$ cat src/rtl/store_align_unit.sv
// store_align_unit: lane-aligns one store onto the 64-bit dbus and runs the request/ok handshake
module store_align_unit #(
   parameter int TIMEOUT_CYCLES = 256
) (
   input  logic        clk,
   input  logic        reset,
   input  logic        st_valid,
   output logic        st_ready,
   input  logic [63:0] st_addr,
   input  logic [2:0]  st_msize,
   input  logic [63:0] st_data,
   output logic        done,
   output logic        misalign,
   output logic        timeout,
   output logic        dbus_valid,
   output logic [63:0] dbus_addr,
   output logic [2:0]  dbus_size,
   output logic [7:0]  dbus_strobe,
   output logic [63:0] dbus_data,
   input  logic        dbus_ok
);
   typedef enum logic [2:0] {IDLE, ERR, REQ, RESP, TOUT} state_t;
   localparam int TW = TIMEOUT_CYCLES > 1 ? $clog2(TIMEOUT_CYCLES) : 1;
   localparam logic [TW-1:0] TLAST = TW'(TIMEOUT_CYCLES - 1);
   state_t state, state_nx;
   logic [TW-1:0] timer;
   logic [2:0] off;
   logic fire, mis, expire;
   logic [7:0] strobe;
   logic [63:0] shifted, lane;
   assign off = st_addr[2:0];
   assign st_ready = (state == IDLE) & ~reset;
   assign fire = st_valid & st_ready;
   assign expire = (TIMEOUT_CYCLES != 0) && (timer == TLAST);
   assign done = (state == ERR) | (state == RESP) | (state == TOUT);
   assign misalign = state == ERR;
   assign timeout = state == TOUT;
   assign dbus_valid = state == REQ;
   // alignment check, strobe generation and lane placement; bytes outside the strobe are zeroed
   always_comb begin
      mis = st_msize[2] | (st_msize[1:0] == 2'd1 & off[0]) | (st_msize[1:0] == 2'd2 & |off[1:0])
          | (st_msize[1:0] == 2'd3 & |off);
      strobe = (st_msize[1:0] == 2'd0 ? 8'h01 : st_msize[1:0] == 2'd1 ? 8'h03 :
                st_msize[1:0] == 2'd2 ? 8'h0F : 8'hFF) << off;
      shifted = st_data << {off, 3'b000};
      lane = '0;
      for (int i = 0; i < 8; i++) lane[8*i +: 8] = strobe[i] ? shifted[8*i +: 8] : 8'h00;
   end
   // next-state: ok beats timeout expiry; single-cycle completion states return to IDLE
   always_comb begin
      state_nx = state;
      case (state)
         IDLE: if (fire) state_nx = mis ? ERR : REQ;
         REQ:  state_nx = dbus_ok ? RESP : expire ? TOUT : REQ;
         default: state_nx = IDLE;
      endcase
   end
   // state register; timer restarts every time REQ is entered
   always_ff @(posedge clk) begin
      if (reset) begin
         state <= IDLE;
         timer <= '0;
      end else begin
         state <= state_nx;
         timer <= (state == REQ) ? timer + 1'b1 : '0;
      end
   end
   // bus payload captured at accept and held until the next accept
   always_ff @(posedge clk) begin
      if (reset) begin
         dbus_addr <= '0;
         dbus_size <= '0;
         dbus_strobe <= '0;
         dbus_data <= '0;
      end else if (fire) begin
         dbus_addr <= st_addr;
         dbus_size <= st_msize;
         dbus_strobe <= mis ? 8'h00 : strobe;
         dbus_data <= mis ? 64'h0 : lane;
      end
   end
endmodule

$ cat config.mk
export PLATFORM = sky130hd
export DESIGN_NAME = store_align_unit
export DESIGN_NICKNAME = d
export VERILOG_FILES = /design/src/rtl/store_align_unit.sv
export SDC_FILE = /design/constraint.sdc
export NUM_CORES = 1
export LEC_CHECK = 0
export BUFFER_PORTS_ARGS = -buffer_cell sky130_fd_sc_hd__buf_2
export CORE_MARGIN = 2
export CORE_UTILIZATION = 44
export DETAILED_ROUTE_END_ITERATION = 8
export GPL_TIMING_DRIVEN = 0
export HOLD_SLACK_MARGIN = 0.05
export PLACE_DENSITY = 0.81
export REMOVE_ABC_BUFFERS = 1
export SLEW_MARGIN = 5
export SYNTH_ARGS = -nofsm -noshare
export SYNTH_HDL_FRONTEND = slang
export SYNTH_SLANG_ARGS = --single-unit
$ cat constraint.sdc
create_clock -name clk -period 1.6 [get_ports clk]
set_input_delay 0.32 -clock clk [delete_from_list [all_inputs] [get_ports clk]]
set_output_delay 0.32 -clock clk [all_outputs]
set_load 0.02 [all_outputs]
==> summary.txt, run 1 <==
Power and ir drop
  – Sw Ratio: 0.2879
  – Cell-internal power: just over 7 mW
  – Psw: between 2 and 3 mW
  – Seq pwr share: 0.394
  – Leak: roughly 4.8 nW
  – Logic pwr share: 0.187
  – Pwr Density: 986.4 nW/µm²
  – Clock Power Share: 0.420
  – Peak supply drop: around 0.00073 V

Floorplan
  – Area of the die: 17210 µm²
  – Core area: about 16000 µm²
  – Rows: 46
  – Die extent in x: approximately 130 µm
  – Die H: between 100 and 150 µm
  – Initial Utilization: 0.4496
  – Ports: approximately 280

Yosys
  – Synth Area in XOR/XNOR: 0.009847
  – Post-Synthesis Cells: about 830
  – Post-Synth Adder-Cell Area: 0.001758
  – Synth Area in Compound Gates: 0.1474
  – Sequential-to-total area share from yosys stat: 0.4220
  – Synth Area in Simple Gates: 0.2370
  – Mapped Area: 7116 µm²
  – Mux cell area share after synthesis: 0.1393
  – Syn_area_per_cell: between 8 and 9 µm²
  – Main combinational cell family by area after synthesis: simple AND/OR/NAND/NOR gates
  – Synthesis-stage register bit count: 150
  – Warnings, synthesis: 0
  – FFs w/ async S/R, synth: 0
  – Post-synth top flop: dfxtp_1
  – Post-synth EDFFs: 0
  – Yosys cell types: 47

Worst setup path
  – Crit path DAT: between 2 and 2.5 ns
  – Critical path type: register to register
  – Critical Path RT: 1.96 ns
  – Startpoint Class: register
  – Crit-path max FO: 6
  – Type of element capturing the critical path: register

Clock tree
  – Clk slew on worst S/H paths: 0.06 ns
  – CTS Buffer Depth: 2
  – # H-tree levels: 4
  – Clk Latency, worst-skew pair: approximately 0.43 ns
  – CTS tree: yes
  – # hold bufs at CTS: 0
  – Clock sink count: 150
  – Root Driver: clkbuf_16
  – Cts bufs inserted: 17

Cells and area
  – Area grow syn2layout: 44.22%
  – Nets@finish: 1251
  – Final core utilization: 0.6484
  – Fill count: around 1300
  – Diodes inserted: 0
  – Share of layout cells above drive strength 1: 0.4131

Timing
  – Slew Viols, Final: 0
  – Final worst slack: -0.2949 ns
  – Max-slew headroom: 0.1461
  – Setup violators final: around 140
  – Setup tns final: -19.35 ns
  – Final Hold Vio Count: 0
  – RSZ-0062 raised after global routing: true
  – Final Critical Period: between 1.5 and 2 ns
  – Fin crit share: 1.184
  – Worst clock skew: about 0.011 ns
  – Fmax: 527.7 MHz
  – Worst slew pin tran: approximately 1.3 ns

Route
  – Initial DRT Pass Iterations: 5
  – Vias per inst: 5.702
  – Routed length per placed instance: 21.04 µm
  – Total number of vias: ~7700
  – ANT nets after route: 0
  – Overall routed net length: between 20 and 30 mm
  – DR iter-0 viols: approximately 560
  – DRC viols: 0

Global routing
  – Vias in the first global route: roughly 7400
  – Largest net degree at the start of global routing: 57
  – Grt total ovfl: 0
  – First-pass GRT wire length: slightly above 40 mm
  – Gr usage total: 0.3020
  – Initial antenna violation count: 0

Placement
  – Pre-CTS WS: -1.911 ns
  – Final HPWL DP: between 10 and 15 mm
  – Number of I/O port buffers: 278
  – Final RePlAce weighted congestion: a little under 0.9

Flow run
  – Max_cap viols: 0

Hold path
  – Min-delay worst type: input port to register

Outcome
  – Status: finished, violations left
  – Failing checks: negative setup slack
==> per-layer routing <==
layer  wire, µm  GRT usage  vias up  share of wire
met5          0          0        -              0
met4       1343     0.1389        0          0.048
met2      13470     0.5158      429           0.48
li1           -          -     3487              -
met3       2603    0.07677       98          0.092
met1      10860     0.3568     3649           0.38
==> synthesized netlist by cell type, types with 5 or more instances <==
| library cell | count | area share |
|---|---|---|
| nand3b_1 | 66 | 0.070 |
| mux2i_1 | 72 | 0.10 |
| nand3_1 | 5 | 0.0035 |
| mux4_2 | 8 | 0.025 |
| o41ai_1 | 8 | 0.0098 |
| inv_1 | 5 | 0.0026 |
| dfxtp_1 | 150 | 0.42 |
| a21oi_1 | 35 | 0.025 |
| nor2_1 | 50 | 0.026 |
| a211oi_1 | 16 | 0.017 |
| nand2_1 | 192 | 0.10 |
| o21ai_0 | 47 | 0.033 |
| o22ai_1 | 17 | 0.015 |
| a32o_1 | 8 | 0.011 |
| clkbuf_1 | 41 | 0.022 |
| nor2b_1 | 9 | 0.0079 |
| buf_2 | 18 | 0.013 |
| mux2_2 | 8 | 0.013 |
| o21ai_2 | 8 | 0.0098 |
| a22oi_1 | 11 | 0.012 |
==> area by class of cell <==
type / count / area (µm²) / share of cell area
Sequential cell: 150 / 3012 / 0.2935
Clock buffer: 21 / 470.5 / 0.04584
Tap cell: 216 / 270.3 / 0.02634
Inverter: 6 / 31.28 / 0.003048
Timing Repair Buffer: 324 / 1999 / 0.1948
Clock inverter: 11 / 146.4 / 0.01426
Multi-Input combinational cell: 616 / 4333 / 0.4222
==> power by group through the flow <==
stage	combinational, mW	sequential, mW	clock (mW)
after global routing	2.00	4.00	4.45
final	1.89	3.99	4.25
after floorplan	0.602	4.25	0
after global placement	1.46	4.06	0
after detailed placement	1.50	4.06	0
after CTS	1.72	3.98	4.28
==> registers in the layout, indices dropped and copies added, names as in the netlist <==
register	count
dbus_size	3
timer	8
dbus_strobe	8
dbus_data	64
dbus_addr	64
state	3
==> critical path: stages (launching register included) <==
cell and delay (ns):
dfxtp_4 0.36, nor3_4 0.25, buf_6 0.16, nand2_8 0.06, or3_4 0.39, buf_12 0.15, or3_4 0.36, a21oi_2 0.11
==> path summary, 6_finish.rpt <==
kind                                     from                     endpoint  slack (ns)  depth (start not counted)
setup / recovery        state[2]$_SDFFE_PP0P_  dbus_strobe[2]$_SDFFE_PP0P_       -0.29                          7
hold / removal                    st_addr[46]   dbus_addr[46]$_SDFFE_PP0P_        0.07                          3
setup reg to reg        state[2]$_SDFFE_PP0P_  dbus_strobe[2]$_SDFFE_PP0P_       -0.29                          7
hold reg to reg   dbus_strobe[4]$_SDFFE_PP0P_  dbus_strobe[4]$_SDFFE_PP0P_        0.45                          2
==> stage by stage <==
step                hold WS (ns)  cells  total power, mW  cell area, µm²
floorplan                 0.3824    759            4.856            6834
CTS                      0.05744   1330            9.979            9891
detailed placement        0.4335   1257            5.565            8613
finish                   0.07353   1344            10.12           10260
global route             0.06835   1344            10.46           10260
global placement          0.4280   1253            5.516            8496
==> timing repair <==
action / CTS / global route
buffers inserted: 33 / 10
gates cloned: 8 / 7
pin swaps: 34 / 23
endpoints found under the setup margin: 145 / 125
resized for setup: 95 / 65
==> layout by cell type (no fill, tap or decap), drive strengths merged, types with 3 or more instances in the layout <==
cell | netlist | final
buf | 25 | 323
nand2 | 193 | 199
dfxtp | 150 | 150
mux2i | 72 | 72
nand3b | 66 | 66
o21ai | 55 | 55
nor2 | 52 | 52
a21oi | 36 | 36
clkbuf | 41 | 22
o22ai | 17 | 17
a211oi | 16 | 16
a22oi | 11 | 11
nor2b | 10 | 10
mux2 | 8 | 8
mux4 | 8 | 8
a32o | 8 | 8
o41ai | 8 | 8
inv | 5 | 6
nand3 | 5 | 6
or3 | 4 | 5
clkinv | 1 | 5
and2 | 1 | 4
xnor2 | 4 | 4
and3 | 4 | 4
xor2 | 4 | 4
nand2b | 3 | 4
clkinvlp | 0 | 3
bufinv | 0 | 3
==> cells by family after synthesis <==
group	count (synthesis)
xor gates and xnor gates	8
and+or+nand+nor	348
AOI/OAI and AO/OA	158
buffers and inverters	72
adders and majority gates	1
DFF	150
muxes	88
(Power assumes the default switching activity.)
==> run 2, diff against run 1 <==
- PLACE_DENSITY: 0.81 -> 0.79
- TNS_END_PERCENT: default -> 1
==> summary.txt, run 2 (same netlist as run 1, synthesis figures left out) <==
Route
  – DR iter-0 viols: 368 (was 557)
  – ANT nets after route: 0 (unchanged)
  – DRC viols: 0 (unchanged)
  – Overall routed net length: 25.41 mm (was 28.27 mm)
  – Total number of vias: 7289 (was 7663)
  – Initial DRT Pass Iterations: 5 (unchanged)
  – Routed length per placed instance: 19.22 µm (was 21.04 µm)
  – Vias per inst: 5.514 (was 5.702)

Power and ir drop
  – Clock Power Share: 0.433 (was 0.420)
  – Psw: 2.767 mW (was 2.914 mW)
  – Logic pwr share: 0.170 (was 0.187)
  – Pwr Density: 1025 nW/µm² (was 986.4 nW/µm²)
  – Peak supply drop: 0.0006875 V (was 0.0007333 V)
  – Seq pwr share: 0.397 (was 0.394)
  – Leak: 4.703 nW (was 4.839 nW)
  – Sw Ratio: 0.2760 (was 0.2879)
  – Cell-internal power: 7.260 mW (was 7.208 mW)

Timing
  – Final Hold Vio Count: 0 (unchanged)
  – Max-slew headroom: 0.2160 (was 0.1461)
  – Final Critical Period: 1.858 ns (was 1.895 ns)
  – Setup tns final: -9.883 ns (was -19.35 ns)
  – Setup violators final: 102 (was 135)
  – Slew Viols, Final: 0 (unchanged)
  – Worst slew pin tran: 1.168 ns (was 1.272 ns)
  – Fmax: 538.1 MHz (was 527.7 MHz)
  – RSZ-0062 raised after global routing: true (unchanged)
  – Fin crit share: 1.161 (was 1.184)
  – Worst clock skew: 0.01012 ns (was 0.01063 ns)
  – Final worst slack: -0.2584 ns (was -0.2949 ns)

Placement
  – Final HPWL DP: 15.48 mm (was 15.00 mm)
  – Post-placement cell count: 1258 (was 1257)
  – Final RePlAce weighted congestion: 0.8661 (was 0.8648)
  – Pre-CTS WS: -2.104 ns (was -1.911 ns)
  – Number of I/O port buffers: 278 (unchanged)
  – Post-DP Area: 8625 µm² (was 8613 µm²)

Floorplan
  – Area of the die: 17210 µm² (unchanged)
  – Ports: 279 (unchanged)
  – Core area: 15830 µm² (unchanged)
  – Die extent in x: 131.2 µm (unchanged)
  – Rows: 46 (unchanged)
  – Initial Utilization: 0.4496 (unchanged)
  – Die H: 131.2 µm (unchanged)

Cells and area
  – Top Registers: dbus_addr (64), dbus_data (64) (unchanged)
  – Share of layout cells above drive strength 1: 0.3656 (was 0.4131)
  – Fill count: 1349 (was 1290)
  – Area grow syn2layout: 37.54% (was 44.22%)
  – Most frequent cells in the layout: buf_2, nand2_1, dfxtp_1 (unchanged)
  – Nets@finish: 1229 (was 1251)
  – Final core utilization: 0.6183 (was 0.6484)
  – Non-filler cells, final: 1322 (was 1344)
  – Final instance area: 9787 µm² (was 10260 µm²)
  – Commonest non-fill, non-tap cell in the layout: buf_2 (unchanged)

Clock tree
  – # hold bufs at CTS: 0 (unchanged)
  – # H-tree levels: 4 (unchanged)
  – Clk slew on worst S/H paths: 0.07 ns (was 0.06 ns)
  – Cts bufs inserted: 17 (unchanged)
  – CTS Buffer Depth: 2 (unchanged)
  – Root Driver: clkbuf_16 (unchanged)
  – CTS tree: yes (unchanged)
  – Clock sink count: 150 (unchanged)
  – Clk Latency, worst-skew pair: 0.42 ns (was 0.43 ns)

Worst setup path
  – Crit path DAT: 2.21 ns (was 2.26 ns)
  – Worst path top cell family by delay: simple AND/OR/NAND/NOR gates (unchanged)
  – Type of element capturing the critical path: register (unchanged)
  – Critical Path RT: 1.95 ns (was 1.96 ns)
  – Most frequent CP cell: or3_4 (unchanged)
  – Worst path cell trace: nor3_4 -> buf_6 -> nand2_8 -> or3_4 -> or3_4 -> o21ai_2 (was nor3_4 -> buf_6 -> nand2_8 -> or3_4 -> buf_12 -> or3_4 -> a21oi_2)
  – Critical path's largest stage delay: 0.48 ns (was 0.39 ns)
  – Worst Path Buf+Inv: 1 (was 2)
  – Critical path type: register to register (unchanged)
  – Startpoint Class: register (unchanged)
  – Slowest-stage cell, CP: or3_4 (unchanged)
  – Crit-path max FO: 7 (was 6)

Global routing
  – Grt total ovfl: 0 (unchanged)
  – First-pass GRT wire length: 39.07 mm (was 40.73 mm)
  – Initial antenna violation count: 1 (was 0)
  – Gr usage total: 0.2902 (was 0.3020)
  – Largest net degree at the start of global routing: 55 (was 57)
  – Vias in the first global route: 7078 (was 7406)

Outcome
  – Failing checks: negative setup slack (unchanged)
  – Status: finished, violations left (unchanged)

Flow run
  – Max_cap viols: 0 (unchanged)

Hold path
  – Min-delay worst type: input port to register (unchanged)
## run 2: cell types whose count changed in the layout (fill, tap and decap cells not counted), moves of 8 or more
cell,before,now
a22oi_2,8,0
buf_6,20,6
o21ai_0,13,46
a22oi_1,3,11
o21ai_1,12,1
o21ai_2,30,8
## run 2: what timing repair did
action | 4_1_cts | 5_1_grt
buffers inserted | 23 | 2
cloned | 7 | 0
pin swaps | 16 | 12
gates resized for setup | 33 | 23
endpoints found under the setup margin | 145 | 125
## run 2: metrics by stage
stage | hold slack [ns] | power, mW
2_1_floorplan | 0.3824 | 4.856
3_3_place_gp | 0.4278 | 5.530
3_5_place_dp | 0.4326 | 5.572
4_1_cts | 0.06090 | 10.04
5_1_grt | 0.06264 | 10.39
6_report | 0.07602 | 10.03
## run 2: layer usage
metal / GRT usage / share of wire / wire length, µm / vias to the layer above
met4: 0.1401 / 0.037 / 938 / 0
li1: - / - / - / 3425
met2: 0.4740 / 0.46 / 11810 / 392
met3: 0.07909 / 0.096 / 2450 / 56
met1: 0.3548 / 0.40 / 10210 / 3416
met5: 0 / 0 / 0 / -
## run 2: layout make-up
type                    count  area [µm²]  area share
multi-input cells         608        4019      0.4106
flip-flops and latches    150        3012      0.3077
repair buffers            310        1824      0.1864
clock buffers              20       456.7     0.04666
well taps                 216       270.3     0.02761
clock inverters            11       171.4     0.01751
inverters                   6       31.28    0.003196
diodes                      1       2.502   0.0002557
## run 2: power by group through the flow
stage,combinational (mW),clock [mW],sequential (mW)
detailed placement,1.51,0,4.06
global route,1.83,4.57,4.00
CTS,1.67,4.39,3.98
finish,1.71,4.34,3.98
floorplan,0.602,0,4.25
global placement,1.47,0,4.06
## run 2: final timing paths
| path | depth (start not counted) | slack, ns | endpoint | startpoint |
|---|---|---|---|---|
| hold / removal | 3 | 0.08 | dbus_addr[37]$_SDFFE_PP0P_ | st_addr[37] |
| setup / recovery | 6 | -0.26 | dbus_data[11]$_SDFFE_PP0P_ | state[2]$_SDFFE_PP0P_ |
| setup reg to reg | 6 | -0.26 | dbus_data[11]$_SDFFE_PP0P_ | state[2]$_SDFFE_PP0P_ |
| hold reg to reg | 2 | 0.45 | dbus_data[13]$_SDFFE_PP0P_ | dbus_data[13]$_SDFFE_PP0P_ |
## run 2: worst min-delay path, stage by stage
cell and delay (ns):
buf_2 0.07, nand2_1 0.04, nand2_1 0.04
==> run 3, diff against run 2 <==
- CELL_PAD_IN_SITES_DETAIL_PLACEMENT: default -> 1
- CELL_PAD_IN_SITES_GLOBAL_PLACEMENT: default -> 2
- CORE_UTILIZATION: 44 -> 25
- PLACE_DENSITY: 0.79 -> 0.8
==> summary.txt, run 3 (same netlist as run 1, synthesis figures left out) <==
Route
  – Total number of vias: 7291 (was 7289)
  – DRC viols: 0 (unchanged)
  – ANT nets after route: 0 (unchanged)
  – Vias per inst: 4.890 (was 5.514)
  – DR iter-0 viols: 437 (was 368)
  – Initial DRT Pass Iterations: 4 (was 5)
  – Overall routed net length: 30.42 mm (was 25.41 mm)
  – Routed length per placed instance: 20.40 µm (was 19.22 µm)

Hold path
  – Min-delay worst type: input port to register (unchanged)

Timing
  – Final worst slack: -0.1937 ns (was -0.2584 ns)
  – Final Critical Period: 1.794 ns (was 1.858 ns)
  – Max-slew headroom: 0.1795 (was 0.2160)
  – Worst clock skew: 0.01440 ns (was 0.01012 ns)
  – Final Hold Vio Count: 0 (unchanged)
  – Setup violators final: 127 (was 102)
  – RSZ-0062 raised after global routing: true (unchanged)
  – Fin crit share: 1.121 (was 1.161)
  – Slew Viols, Final: 0 (unchanged)
  – Worst slew pin tran: 1.222 ns (was 1.168 ns)
  – Worst hold margin: 0.06945 ns (was 0.07602 ns)
  – Fmax: 557.5 MHz (was 538.1 MHz)

Flow run
  – Max_cap viols: 0 (unchanged)

Placement
  – Final RePlAce weighted congestion: 0.7655 (was 0.8661)
  – Final HPWL DP: 18.34 mm (was 15.48 mm)
  – Number of I/O port buffers: 278 (unchanged)
  – Pre-CTS WS: -2.154 ns (was -2.104 ns)
  – Post-placement cell count: 1420 (was 1258)

Cells and area
  – Most frequent cells in the layout: buf_2, nand2_1, dfxtp_1 (unchanged)
  – Fill count: 3383 (was 1349)
  – Area of the multi-input gates: 4014 µm² (was 4019 µm²)
  – Commonest non-fill, non-tap cell in the layout: buf_2 (unchanged)
  – Reg area: 3009 µm² (was 3012 µm²)
  – Final core utilization: 0.3607 (was 0.6183)
  – Area grow syn2layout: 41.59% (was 37.54%)
  – Nets@finish: 1236 (was 1229)
  – Share of layout cells above drive strength 1: 0.3666 (was 0.3656)
  – Diodes inserted: 0 (was 1)
  – Top Registers: dbus_addr (64), dbus_data (64) (unchanged)
  – Non-filler cells, final: 1491 (was 1322)

Worst setup path
  – Crit path DAT: 2.15 ns (was 2.21 ns)
  – Critical path type: register to register (unchanged)
  – Type of element capturing the critical path: register (unchanged)
  – Startpoint Class: register (unchanged)
  – Critical Path RT: 1.95 ns (about the same)
  – Crit-path max FO: 8 (was 7)

Power and ir drop
  – Pwr Density: 1014 nW/µm² (was 1025 nW/µm²)
  – Logic pwr share: 0.175 (was 0.170)
  – Sw Ratio: 0.2959 (was 0.2760)
  – Leak: 4.732 nW (was 4.703 nW)
  – Clock Power Share: 0.436 (was 0.433)
  – Seq pwr share: 0.389 (was 0.397)
  – Peak supply drop: 0.0005780 V (was 0.0006875 V)
  – Final Total Pwr: 10.22 mW (was 10.03 mW)
  – Cell-internal power: 7.195 mW (was 7.260 mW)
  – Psw: 3.023 mW (was 2.767 mW)

Outcome
  – Status: finished, violations left (unchanged)
  – Failing checks: negative setup slack (unchanged)

Clock tree
  – Cts bufs inserted: 17 (unchanged)
  – Clk slew on worst S/H paths: 0.07 ns (about the same)
  – CTS Buffer Depth: 2 (unchanged)
  – Clk Latency, worst-skew pair: 0.43 ns (was 0.42 ns)
  – Clock sink count: 150 (unchanged)
  – CTS tree: yes (unchanged)
  – # H-tree levels: 4 (unchanged)
  – Root Driver: clkbuf_16 (unchanged)

Floorplan
  – Area of the die: 29830 µm² (was 17210 µm²)
  – Initial Utilization: 0.2547 (was 0.4496)
  – Ports: 279 (unchanged)
  – Die extent in x: 172.7 µm (was 131.2 µm)
  – Core area: 27930 µm² (was 15830 µm²)
  – Die H: 172.7 µm (was 131.2 µm)
  – Rows: 61 (was 46)

Global routing
  – Grt total ovfl: 0 (unchanged)
  – Vias in the first global route: 7674 (was 7078)
  – Gr usage total: 0.1989 (was 0.2902)
  – Initial antenna violation count: 0 (was 1)
  – First-pass GRT wire length: 46.01 mm (was 39.07 mm)
  – Largest net degree at the start of global routing: 69 (was 55)
-- run 3: final timing paths --
path	endpoint	slack, ns	start	depth (start not counted)
setup reg to reg	dbus_strobe[2]$_SDFFE_PP0P_	-0.19	state[2]$_SDFFE_PP0P_	6
hold / removal	dbus_addr[20]$_SDFFE_PP0P_	0.07	st_addr[20]	3
hold reg to reg	dbus_data[42]$_SDFFE_PP0P_	0.45	dbus_data[42]$_SDFFE_PP0P_	2
setup / recovery	dbus_strobe[2]$_SDFFE_PP0P_	-0.19	state[2]$_SDFFE_PP0P_	6
-- run 3: power groups by stage --
stage | Combinational, mW | Sequential (mW) | Clock [mW]
finish | 1.78 | 3.98 | 4.45
global route | 1.93 | 4.00 | 4.75
CTS | 1.75 | 3.98 | 4.58
detailed placement | 1.59 | 4.06 | 0
global placement | 1.55 | 4.06 | 0
floorplan | 0.602 | 4.25 | 0
-- run 3: area by class of cell --
class	instances	share of cell area
Multi-Input combinational cell	609	0.3984
Sequential cell	150	0.2987
Timing Repair Buffer	316	0.1894
Tap cell	378	0.04694
Clock buffer	19	0.04496
Clock inverter	13	0.01850
Inverter	6	0.003105
-- run 3: layer usage --
metal,up-vias,global-route usage,share of wire
li1,3447,-,-
met1,3552,0.2454,0.44
met2,261,0.3385,0.47
met3,31,0.05629,0.068
met4,0,0.05650,0.021
met5,-,0,0
-- run 3: per-stage QoR --
| stage | TNS, ns | area (µm²) |
|---|---|---|
| floorplan | -93.41 | 6834 |
| global placement | -440.88 | 8698 |
| detailed placement | -179.25 | 8838 |
| CTS | -11.86 | 9941 |
| global route | -20.19 | 10070 |
| finish | -10.03 | 10070 |
-- run 3: what timing repair did --
action                                  4_1_cts  5_1_grt
gates cloned                                  7        2
endpoints found under the hold margin         1        0
hold buffers                                  1        0
endpoints found under the setup margin      145      143
pin swaps                                    13       12
gates resized for setup                      46       14
setup buffers                                25        4
-- run 3: worst max-delay path, stage by stage (launching register included) --
cell,delay (ns)
dfxtp_2,0.35
nor3_4,0.28
nand2_8,0.09
or3_4,0.38
buf_8,0.16
or3_1,0.34
a21oi_1,0.11
